### src/rtl/prog_loader.sv
// Program loader: receives a LEN/DATA/CSUM byte frame and writes the data into program memory.
// All outputs are registered; in_ready_o is high only while a frame is being received.
module prog_loader #(
  parameter int unsigned TIMEOUT = 1024
) (
  input  logic       clk_i,
  input  logic       reset_ni,
  input  logic       start_i,
  input  logic       in_valid_i,
  input  logic [7:0] in_data_i,
  output logic       in_ready_o,
  output logic       mem_we_o,
  output logic [7:0] mem_addr_o,
  output logic [7:0] mem_wdata_o,
  output logic       cpu_reset_o,
  output logic       busy_o,
  output logic       done_o,
  output logic       err_o
);

  localparam logic [2:0] S_IDLE = 3'd0;
  localparam logic [2:0] S_LEN  = 3'd1;
  localparam logic [2:0] S_DATA = 3'd2;
  localparam logic [2:0] S_CSUM = 3'd3;
  localparam logic [2:0] S_DONE = 3'd4;
  localparam logic [2:0] S_ERR  = 3'd5;

  localparam logic [15:0] TMO_LAST = 16'(TIMEOUT - 1);

  logic [2:0]  state_q, state_d;
  logic [7:0]  len_q, len_d;
  logic [7:0]  idx_q, idx_d;
  logic [7:0]  sum_q, sum_d;
  logic [15:0] tmo_q, tmo_d;
  logic        in_ready_q, busy_q, done_q, err_q, cpu_reset_q, mem_we_q;
  logic        in_ready_d, busy_d, done_d, err_d, cpu_reset_d, mem_we_d;
  logic [7:0]  mem_addr_q, mem_addr_d, mem_wdata_q, mem_wdata_d;
  logic        accept;

  assign accept = in_valid_i & in_ready_q;

  always_comb begin
    state_d     = state_q;
    len_d       = len_q;
    idx_d       = idx_q;
    sum_d       = sum_q;
    tmo_d       = tmo_q;
    mem_we_d    = 1'b0;
    mem_addr_d  = mem_addr_q;
    mem_wdata_d = mem_wdata_q;

    case (state_q)
      S_IDLE, S_DONE, S_ERR: begin
        if (start_i) begin
          state_d = S_LEN;
          tmo_d   = 16'd0;
        end
      end
      S_LEN, S_DATA, S_CSUM: begin
        // An accept on the timeout cycle takes priority and restarts the count.
        if (accept) begin
          tmo_d = 16'd0;
          case (state_q)
            S_LEN: begin
              if (in_data_i == 8'd0) begin
                state_d = S_ERR;
              end else begin
                len_d   = in_data_i;
                idx_d   = 8'd0;
                sum_d   = 8'd0;
                state_d = S_DATA;
              end
            end
            S_DATA: begin
              mem_we_d    = 1'b1;
              mem_addr_d  = idx_q;
              mem_wdata_d = in_data_i;
              sum_d       = sum_q + in_data_i;
              if (idx_q == len_q - 8'd1) begin
                state_d = S_CSUM;
              end else begin
                idx_d = idx_q + 8'd1;
              end
            end
            default: begin
              state_d = (in_data_i == sum_q) ? S_DONE : S_ERR;
            end
          endcase
        end else if (tmo_q == TMO_LAST) begin
          state_d = S_ERR;
        end else begin
          tmo_d = tmo_q + 16'd1;
        end
      end
      default: state_d = S_IDLE;
    endcase

    // Status outputs are registered versions of the next state.
    in_ready_d  = (state_d == S_LEN) || (state_d == S_DATA) || (state_d == S_CSUM);
    busy_d      = in_ready_d;
    done_d      = (state_d == S_DONE);
    err_d       = (state_d == S_ERR);
    cpu_reset_d = (state_d != S_DONE);
  end

  always_ff @(posedge clk_i) begin
    if (!reset_ni) begin
      state_q     <= S_IDLE;
      len_q       <= 8'd0;
      idx_q       <= 8'd0;
      sum_q       <= 8'd0;
      tmo_q       <= 16'd0;
      in_ready_q  <= 1'b0;
      busy_q      <= 1'b0;
      done_q      <= 1'b0;
      err_q       <= 1'b0;
      cpu_reset_q <= 1'b1;
      mem_we_q    <= 1'b0;
      mem_addr_q  <= 8'd0;
      mem_wdata_q <= 8'd0;
    end else begin
      state_q     <= state_d;
      len_q       <= len_d;
      idx_q       <= idx_d;
      sum_q       <= sum_d;
      tmo_q       <= tmo_d;
      in_ready_q  <= in_ready_d;
      busy_q      <= busy_d;
      done_q      <= done_d;
      err_q       <= err_d;
      cpu_reset_q <= cpu_reset_d;
      mem_we_q    <= mem_we_d;
      mem_addr_q  <= mem_addr_d;
      mem_wdata_q <= mem_wdata_d;
    end
  end

  assign in_ready_o  = in_ready_q;
  assign busy_o      = busy_q;
  assign done_o      = done_q;
  assign err_o       = err_q;
  assign cpu_reset_o = cpu_reset_q;
  assign mem_we_o    = mem_we_q;
  assign mem_addr_o  = mem_addr_q;
  assign mem_wdata_o = mem_wdata_q;

endmodule

### config.mk
export PLATFORM = sky130hd
export DESIGN_NAME = prog_loader
export DESIGN_NICKNAME = d
export VERILOG_FILES = /design/src/rtl/prog_loader.sv
export SDC_FILE = /design/constraint.sdc
export NUM_CORES = 1
export LEC_CHECK = 0
export CAP_MARGIN = 10
export CORE_ASPECT_RATIO = 0.5
export CORE_MARGIN = 4
export CORE_UTILIZATION = 50
export CTS_BUF_LIST = sky130_fd_sc_hd__clkbuf_8
export DETAILED_ROUTE_END_ITERATION = 10
export HOLD_SLACK_MARGIN = 0.1
export PLACE_DENSITY = 0.82
export RECOVER_POWER = 100
export SLEW_MARGIN = 25
export SYNTH_ARGS = -nofsm -noshare
export SYNTH_HDL_FRONTEND = slang
export SYNTH_SLANG_ARGS = --single-unit
### constraint.sdc
create_clock -name clk_i -period 5.5 [get_ports clk_i]
set_clock_uncertainty 0.15 [all_clocks]
set_input_delay 1.375 -clock clk_i [delete_from_list [all_inputs] [get_ports clk_i]]
set_output_delay 1.375 -clock clk_i [all_outputs]
set_load 0.005 [all_outputs]
==> out/results.tsv <==
stage	metric	value	unit
placement	GP Congestion	0.8468	
logic_synthesis	Synth Area per Inst	8.299	um^2
run_status	run status	complete, but fails checks	
run_status	failing checks	capacitance limit, slew limit	
pwr	Power, Total	949.2	uW
clocking	Hold-fix buffers, CTS	0	
clocking	Post-CTS Repair Setup Buffers	0	
cells_and_area	multi-input logic area	1911	um^2
logic_synthesis	Netlist cell types	53	
pwr	power per cell area	245.0	nW/um^2
clocking	CTS resizes	0	
floorplanning	Core Footprint	6281	um^2
hold_path	Tightest Hold Check Type	flop to flop	
worst_setup_path	CP arrival	4.55	ns
cells_and_area	commonest cells after routing, fill and taps aside	64 x dfxtp_1, 47 x nand2_1, 45 x nor2_1, 42 x a21oi_1, 25 x dlygate4sd3_1	
worst_setup_path	Setup crit end kind	flop	
timing	Final Setup Violations	0	
grt	first-pass GRT wire length	12.28	mm
run	Max Cap Viol	2	
logic_synthesis	synthesized instance count	403	
worst_setup_path	Top delay family on crit path	compound AO/OA/AOI/OAI gates	
timing	Final Max Tran Viols	60	
routing	via count	2882	
pwr	Pint	720.2	uW
timing	fin crit share	80.49	%
routing	drt pass-1 iters	5	
cells_and_area	Fillers	566	
cells_and_area	# diodes	0	
routing	Avg WL per Cell	13.75	um
grt	vias in the first global route	2649	
logic_synthesis	synthesized flop and latch total	64	
logic_synthesis	Post-synth EDFFs	0	
floorplanning	I/O pin count	34	
grt	Tot GR Track Use	19.25	%
cells_and_area	register area	1281	um^2
grt	initial antenna violation count	0	
logic_synthesis	Mapped Area	3344	um^2
worst_setup_path	CP Max Fanout	16	
clocking	CTS Buffer Depth	2	
clocking	CTS tree	built	
logic_synthesis	Syn. warnings	0	
cells_and_area	share of layout cells above drive strength 1	6.019	%
pwr	leak pwr	1.440	nW
timing	RSZ-0062 raised after global routing	false	
clocking	CTS sink count	64	
logic_synthesis	syn nets	426	
floorplanning	Initial Utilization	53.25	%
timing	f_max	225.9	MHz
logic_synthesis	asr flop ratio synth	0	%
routing	Avg Vias per Cell	5.542	
pwr	switching share of power	24.13	%
worst_setup_path	Buf/Inv on CP	1	
routing	final WL	7.148	mm
cells_and_area	Final nets	451	
worst_setup_path	crit path max-delay cell type	o21ai_0	
logic_synthesis	register area share after synthesis	38.31	%
floorplanning	Die Span Y	65.83	um
timing	max_slew headroom	-18.96	%
timing	total negative slack	0	ns
timing	worst-margin pin slew	1.766	ns
worst_setup_path	max incr delay on CP	1.38	ns
worst_setup_path	cell mode on critical path	o21ai_0	
worst_setup_path	Worst setup SP type	input port	
pwr	Logic pwr share	9.6	%
clocking	Num CTS Buffers	9	
pwr	clock share of power	40.2	%
grt	grt ovf	0	
worst_setup_path	CP cell instances	dlygate4sd3_1 -> nor4_1 -> a211oi_1 -> o21ai_0 -> or4_1 -> o21ai_0 -> a21oi_1	
cells_and_area	commonest non-fill, non-tap cell in the layout	dfxtp_1	
placement	Port-buffer cells	33	
routing	post-route ant nets	0	
worst_setup_path	WS Path Type	input port to flop	
pwr	Seq pwr share	50.3	%
clocking	clock transition at the registers of the reported paths	0.06	ns
floorplanning	row count	20	
routing	initial DRC count	209	
clocking	CTS root buf	clkbuf_8	
cells_and_area	Util after Layout	61.69	%
logic_synthesis	Primary FF master, synth	dfxtp_1	
clocking	clock latency on the worst-skew pair	0.34	ns
timing	final hold vios	0	
floorplanning	Die Area	8141	um^2
placement	DP HPWL	5.298	mm
placement	placed cells	505	
floorplanning	Die Width	123.7	um
pwr	IR drop worst, VDD	0.1183	mV
timing	Final min period	4.427	ns
worst_setup_path	Worst EP required	5.63	ns
routing	DRC	0	
clocking	CTS H-tree depth	3	
pwr	Psw	229.0	uW
cells_and_area	Non-Filler Instances	520	
grt	largest net degree at the start of global routing	43	
cells_and_area	Area Growth Syn to Fin	15.86	%
-- registers in the layout (all words and copies together), names as in the netlist --
register	cells
cpu_reset_o	1
idx_q	8
sum_q	8
mem_addr_o	8
err_o	1
len_q	8
mem_wdata_o	8
busy_o	1
done_o	1
tmo_q	16
state_q	3
mem_we_o	1
-- synthesized netlist by cell type, drive strengths merged (7+ instances only) --
cell | number | area (um^2)
nand2 | 47 | 176.4
xor2 | 11 | 96.34
inv | 10 | 37.54
nand3 | 12 | 60.06
o21ai | 14 | 73.82
nor3 | 12 | 65.06
dfxtp | 64 | 1281
a21oi | 42 | 210.2
xnor2 | 15 | 131.4
nor2 | 46 | 175.2
clkbuf | 15 | 56.30
or3 | 12 | 75.07
buf | 7 | 50.05
ha | 10 | 125.1
and2 | 7 | 43.80
mux2i | 11 | 110.1
o211ai | 8 | 60.06
-- path summary, 6_finish.rpt --
check / from / to / slack [ns] / cells after the start
max: in_data_i[1] / idx_q[7] / 1.07 / 7
max reg2reg: state_q[0] / idx_q[7] / 2.42 / 6
min reg2reg: mem_addr_o[5] / mem_addr_o[5] / 0.30 / 2
min: mem_addr_o[5] / mem_addr_o[5] / 0.30 / 2
-- metal layers --
layer / GRT usage (%) / vias up / wire (um)
li1: - / 1479 / -
met1: 24.35 / 1326 / 3229
met2: 31.20 / 63 / 3364
met3: 5.043 / 14 / 379
met4: 8.138 / 0 / 175
met5: 0 / - / 0
-- metrics by stage --
step	hold WS (ns)	area, um^2	setup WS [ns]
2_1_floorplan	0.2992	3344	2.136
3_3_place_gp	0.2923	3701	1.328
3_5_place_dp	0.2961	3701	1.262
4_1_cts	0.3052	3887	1.618
5_1_grt	0.3218	3875	0.8580
6_report	0.3000	3875	1.073
-- area by class of cell --
cell class,count,share of cell area (%)
clock inverter,5,1.259
clock buffer,10,3.552
timing repair buffer,36,9.009
multi-input combinational,307,49.31
sequential,64,33.06
tap,88,2.841
inverter,10,0.9687
-- cell families after synthesis --
kind of cell	count (synthesis)	synth area share [%]
compound gates	91	18.33
flops	64	38.31
simple gates	168	24.62
buf+inv	32	4.302
fa+ha+maj	11	4.340
xor+xnor	26	6.809
mux	11	3.292
-- power by group through the flow --
| stage | Sequential (mW) | Clock, mW | Combinational (mW) |
|---|---|---|---|
| final | 0.477 | 0.381 | 0.0908 |
| after global routing | 0.478 | 0.411 | 0.101 |
| after CTS | 0.477 | 0.391 | 0.0935 |
| after detailed placement | 0.488 | 0 | 0.0928 |
| after global placement | 0.488 | 0 | 0.0918 |
| after floorplan | 0.484 | 0 | 0.0687 |
-- worst reg2reg max path, cell delays in order, from the launching register on --
cell,delay (ns)
dfxtp_1,0.52
inv_1,0.08
a211oi_1,0.40
o21ai_0,0.69
or4_1,0.73
or3_1,0.31
a21oi_1,0.13
Power figures use the tool's default switching activity.
